<file path="config.mk">
export PLATFORM = sky130hd
export DESIGN_NAME = gate_stim_seq
export DESIGN_NICKNAME = d
export VERILOG_FILES = /design/src/rtl/gate_stim_seq.sv
export SDC_FILE = /design/constraint.sdc
export NUM_CORES = 1
export LEC_CHECK = 0
export ABC_CLOCK_PERIOD_IN_PS = 4600
export CAP_MARGIN = 10
export CORE_ASPECT_RATIO = 0.9
export CORE_MARGIN = 2
export CORE_UTILIZATION = 45
export CTS_BUF_LIST = sky130_fd_sc_hd__clkbuf_8 sky130_fd_sc_hd__clkbuf_16
export CTS_CLUSTER_SIZE = 24
export DETAILED_ROUTE_END_ITERATION = 16
export GPL_ROUTABILITY_DRIVEN = 0
export PLACE_DENSITY = 0.69
export SETUP_SLACK_MARGIN = 0.1
export SLEW_MARGIN = 5
export SYNTH_ARGS = -nofsm -noshare
export SYNTH_HDL_FRONTEND = slang
export SYNTH_SLANG_ARGS = --single-unit
</file>
<file path="constraint.sdc">
create_clock -name clk -period 4.6 [get_ports clk]
set_input_delay 1.38 -clock clk [delete_from_list [all_inputs] [get_ports clk]]
set_output_delay 1.38 -clock clk [all_outputs]
set_load 0.03 [all_outputs]
</file>
<file path="src/rtl/gate_stim_seq.sv">
// gate_stim_seq: clocked sweep of every input vector onto a 2-input gate stage.
// Define GATE_STIM_SELFCHECK_EN to count AND-gate response mismatches in err_cnt.
module gate_stim_seq #(
  parameter int WIDTH = 2,
  parameter int HOLD  = 4,
  parameter int ERRW  = 8
) (
  input  logic             clk,
  input  logic             rst_n,
  input  logic             start,
  input  logic             out1,
  output logic [WIDTH-1:0] stim,
  output logic             vec_valid,
  output logic             busy,
  output logic             done,
  output logic [ERRW-1:0]  err_cnt
);
  typedef enum logic [1:0] {IDLE, DRIVE, DONE} state_t;
  localparam logic [WIDTH:0] LAST = {1'b0, {WIDTH{1'b1}}};
  state_t state, state_nxt;
  logic [7:0] hold_cnt, hold_nxt;
  logic [WIDTH:0] vec_cnt, vec_nxt;
  logic [WIDTH-1:0] stim_nxt;
  logic [ERRW-1:0] err_nxt;
  logic sample, last, vv_nxt, busy_nxt, done_nxt;
  assign sample = state == DRIVE && hold_cnt == 8'(HOLD - 1);
  assign last = vec_cnt == LAST;
  always_ff @(posedge clk or negedge rst_n) begin
    if (!rst_n) begin
      state     <= IDLE;
      hold_cnt  <= '0;
      vec_cnt   <= '0;
      stim      <= '0;
      vec_valid <= 1'b0;
      busy      <= 1'b0;
      done      <= 1'b0;
      err_cnt   <= '0;
    end else begin
      state     <= state_nxt;
      hold_cnt  <= hold_nxt;
      vec_cnt   <= vec_nxt;
      stim      <= stim_nxt;
      vec_valid <= vv_nxt;
      busy      <= busy_nxt;
      done      <= done_nxt;
      err_cnt   <= err_nxt;
    end
  end
  always_comb begin
    state_nxt = state == IDLE  ? (start ? DRIVE : IDLE) :
                state == DRIVE ? (sample && last ? DONE : DRIVE) : IDLE;
  end
  // Outputs are registered, so they are derived from the next-cycle counters.
  always_comb begin
    hold_nxt = state == DRIVE && !sample ? hold_cnt + 8'd1 : '0;
    vec_nxt  = state != DRIVE ? '0 : sample && !last ? vec_cnt + 1'b1 : vec_cnt;
    stim_nxt = state_nxt == DRIVE ? vec_nxt[WIDTH-1:0] : '0;
    vv_nxt   = state_nxt == DRIVE && hold_nxt == 8'(HOLD - 1);
    busy_nxt = state_nxt == DRIVE;
    done_nxt = state_nxt == DONE;
  end
`ifdef GATE_STIM_SELFCHECK_EN
  assign err_nxt = state == IDLE && start ? '0 :
                   sample && out1 != &stim && err_cnt != '1 ? err_cnt + 1'b1 : err_cnt;
`else
  logic unused_out1;
  assign unused_out1 = out1;
  assign err_nxt = '0;
`endif
endmodule

</file>
Word-level counts from Yosys, hierarchy flattened
Cells that the tools add are included.
{"block": "word_totals", "latch_bits": 0, "mem_count": 0, "in_bits": 4, "out_inout_bits": 13, "romBits": 0, "word_cells": 34, "regBits": 18, "ramBits": 0}
{"block": "classes", "reduce_logical": 9, "n_eq_ne": 7, "n_bitwise": 0, "magnitude_cmp": 0, "shift": 0, "addsub": 2, "multipliers": 0, "n_div": 0, "muxes": 8}
{"op": "$eq A8 B2 Y1 const B", "n": 2}
{"op": "$add A8 B1 Y8 const B", "n": 1}
{"op": "$mux W2", "n": 4}
{"op": "$mux W8", "n": 1}
{"op": "$mux W3", "n": 2}
{"op": "$logic_and A1 B1 Y1", "n": 5}
{"op": "$eq A2 B1 Y1 const B", "n": 2}
{"op": "$add A3 B1 Y3 const B", "n": 1}
{"op": "$eq A3 B2 Y1 const B", "n": 1}
{"op": "$eq A2 B2 Y1 const B", "n": 1}
{"op": "$logic_not A1 Y1", "n": 2}
{"op": "$logic_not A2 Y1", "n": 1}
{"op": "$ne A2 B1 Y1 const B", "n": 1}
{"op": "$reduce_bool A2 Y1", "n": 1}
{"op": "$mux W1", "n": 1}

Longest topological paths before layout
{"block": "logic_depth", "word_depth": 8, "mapped_depth": 6, "depth_no_buf": 6}

Least setup slack after synthesis
Ideal clock, no wire load.
{"block": "synth_timing", "kind": "register to output", "startpoint": "reg busy", "endpoint": "out busy", "path_buffers": 0, "slack_ps": 2753, "arrival_time_ps": 467, "t_required_ps": 3220, "stages_incl_launch_ff": 1, "path_cell_list": "dfrtp_1"}
{"element": "start, declared", "line_no": "14", "source": "output logic busy,"}
{"element": "start signal, assigned", "line_no": "44", "source": "busy <= busy_nxt;"}
No word-level cell between the ends.

Worst setup path in the final report
{"block": "layout_timing", "startpoint": "reg busy", "endpoint": "out busy"}
No word-level cell between the ends.

==> flow_metrics.env <==
export IMPL_drt_first_pass_iters=5
export IMPL_drv_cap=0
export IMPL_cts_buffers=3
export IMPL_seq_area_frac_synth=0.523
export IMPL_ant_nets=0
export IMPL_critPathKind="flip-flop to primary output"
export IMPL_die_x_um=50.1
export IMPL_slew_violations=0
export IMPL_wire_per_inst_um=11.7
export IMPL_r2r_cells=5
export IMPL_cp_arrival_ns=1.24
export IMPL_fill_cells=153
export IMPL_vdd_drop_max_mv=0.318
export IMPL_r2r_start="vec_cnt[0]"
export IMPL_setup_viol=0
export IMPL_clkTransAtPathRegs_ns=0.06
export IMPL_tritoncts="built"
export IMPL_drcViolationCount=0
export IMPL_rrSetupSlack_ns=2.67
export IMPL_finalCritPeriodShare=0.570
export IMPL_synth_area_top_cells="dfrtp_1, buf_4, nor2_1"
export IMPL_synth_cell_type_count=27
export IMPL_hp_start="hold_cnt[0]"
export IMPL_drt_total_wl_um=1360
export IMPL_syn_inst=84
export IMPL_nNetsFinal=101
export IMPL_cp_cell_sequence="clkdlybuf4s50_1"
export IMPL_finalClockSkew_ns=0.00327
export IMPL_rsz0062_at_grt="false"
export IMPL_dr_first_iter_drc_count=9
export IMPL_final_common_cell="dfrtp_1"
export IMPL_tns_ns=0
export IMPL_holdPathStages=1
export IMPL_io_pins=17
export IMPL_final_cell_mix="dfrtp_1, nor2_1, conb_1"
export IMPL_io_buffers=7
export IMPL_crit_family="buffers and inverters"
export IMPL_crit_required_ns=3.22
export IMPL_grt_overflow=0
export IMPL_fin_cells=116
export IMPL_die_h_um=45.5
export IMPL_hpwl_um=977
export IMPL_grt_pass1_wl_um=2380
export IMPL_maxClockFrequency_mhz=381
export IMPL_yosys_area_top_type="dfrtp_1"
export IMPL_p_leak_uw=0.000464
export IMPL_min_to="hold_cnt[0]"
export IMPL_synth_area_um2=861
export IMPL_hold_viol=0
export IMPL_holdWs_ns=0.541
export IMPL_drive_above_1_share=0.0761
export IMPL_htreeDepth=1
export IMPL_min_period_ns=2.62
export IMPL_synth_top_area_share=0.523
export IMPL_clock_path_buffers=2
export IMPL_maxSlewHeadroom=0.492
export IMPL_crit_slowest_cell="clkdlybuf4s50_1"
export IMPL_hold_path_class="flip-flop to flip-flop"
export IMPL_cts_resized=0
export IMPL_reg2reg_to="vec_cnt[0]"
export IMPL_synth_seq_cells=18
export IMPL_start_util=0.496
export IMPL_grt_pass1_vias=541
export IMPL_end_kind="primary output"
export IMPL_crit_fanout=1
export IMPL_antenna_found_initial=0
export IMPL_crit_buf_inv=1
export IMPL_dpl_cell_count=113
export IMPL_coreArea_um2=1730
export IMPL_clock_sinks=18
export IMPL_insertion_delay_ns=0.25
export IMPL_cts_setup_buffers=0
export IMPL_antenna_cells=0
export IMPL_die_area_um2=2280
export IMPL_grt_max_degree=19
export IMPL_cts_hold_buf=0
export IMPL_syn_avg_cell_area_um2=10.2
export IMPL_vias=597
export IMPL_grt_total_usage=0.146
export IMPL_ys_warn_count=0
export IMPL_cts_root_buf="clkbuf_8"
export IMPL_fp_row_count=14
export IMPL_cpPeakStageDelay_ns=0.67
export IMPL_area_growth_pct=12.1
export IMPL_crit_path_start_kind="flip-flop"
export IMPL_outcome="completed"
export IMPL_vias_per_cell=5.15
export IMPL_tightest_slew_ns=0.759
export IMPL_pwr_density_cell_nw_per_um2=635
==> worst max-delay path by stage <==
stage,startpoint,end,slack (ns),cells after the start
4_1_cts,busy,busy,1.97,1
3_3_place_gp,rst_n,state[1],2.19,1
2_1_floorplan,busy,busy,2.75,0
6_report,busy,busy,1.98,1
5_1_grt,busy,busy,1.94,1
3_5_place_dp,rst_n,done,2.19,1
==> worst register-to-register path: stages (launching register included) <==
cell and delay, ns:
dfrtp_1 0.41, ha_1 0.22, ha_1 0.21, or4b_4 0.52, or3_1 0.34, a21oi_1 0.15
==> synthesized netlist by cell type <==
cell type  instances
clkbuf_1           1
or4_4              1
dfrtp_1           18
nand3_1            6
conb_1             1
nand4b_1           1
a22oi_1            1
a211oi_1           1
nand3b_1           1
nor2b_1            1
inv_1              1
or4b_4             1
nand2_1            6
and3_2             1
buf_4              8
nor4_1             2
nor2_2             1
o21ai_0            2
xnor2_1            1
and3_1             3
nand2b_1           1
nor2_1            12
ha_1               3
or3_1              1
xor2_1             5
a21oi_1            3
nand4_1            1
==> area by class of cell <==
cell class,instances,area [um2],area share
timing repair buffer,7,70.1,0.0726
inverter,1,3.75,0.00389
multi-input combinational,63,369,0.383
sequential,18,450,0.467
clock buffer,3,41.3,0.0428
tap,24,30.0,0.0311
==> through the flow <==
step | area, um2 | setup slack [ns] | total power, uW | util
floorplan | 887 | 2.75 | 446 | -
global placement | 923 | 2.19 | 503 | 0.532
detailed placement | 923 | 2.19 | 510 | 0.532
CTS | 965 | 1.97 | 619 | 0.556
global route | 965 | 1.94 | 664 | 0.556
finish | 965 | 1.98 | 612 | 0.556
==> flip-flops by register name, indices dropped and copies added, names as in the netlist <==
name / cells
hold_cnt: 8
vec_cnt: 3
busy: 1
stim: 2
state: 2
done: 1
vec_valid: 1
==> power by group <==
part	switching, uW	total, uW	internal [uW]
clock network	46.5	105	58.1
registers	39.6	249	210
logic	150	258	108
==> cells by family after synthesis <==
group | count (synthesis) | share of synthesized area
AND/OR/NAND/NOR | 39 | 0.243
flip-flops | 18 | 0.523
buffers and inverters | 10 | 0.0785
AO/OA/AOI/OAI | 7 | 0.0465
XOR/XNOR | 6 | 0.0610
adder cells (fa/ha/maj) | 3 | 0.0436
other | 1 | 0.00436
==> routing by layer <==
metal / part of all wire / track usage / vias up
met5: 0 / 0 / -
met4: 0.0096 / 0.0500 / 0
met3: 0.075 / 0.0625 / 2
met2: 0.45 / 0.234 / 19
met1: 0.46 / 0.179 / 288
li1: - / - / 288
Power figures use the tool's default switching activity.
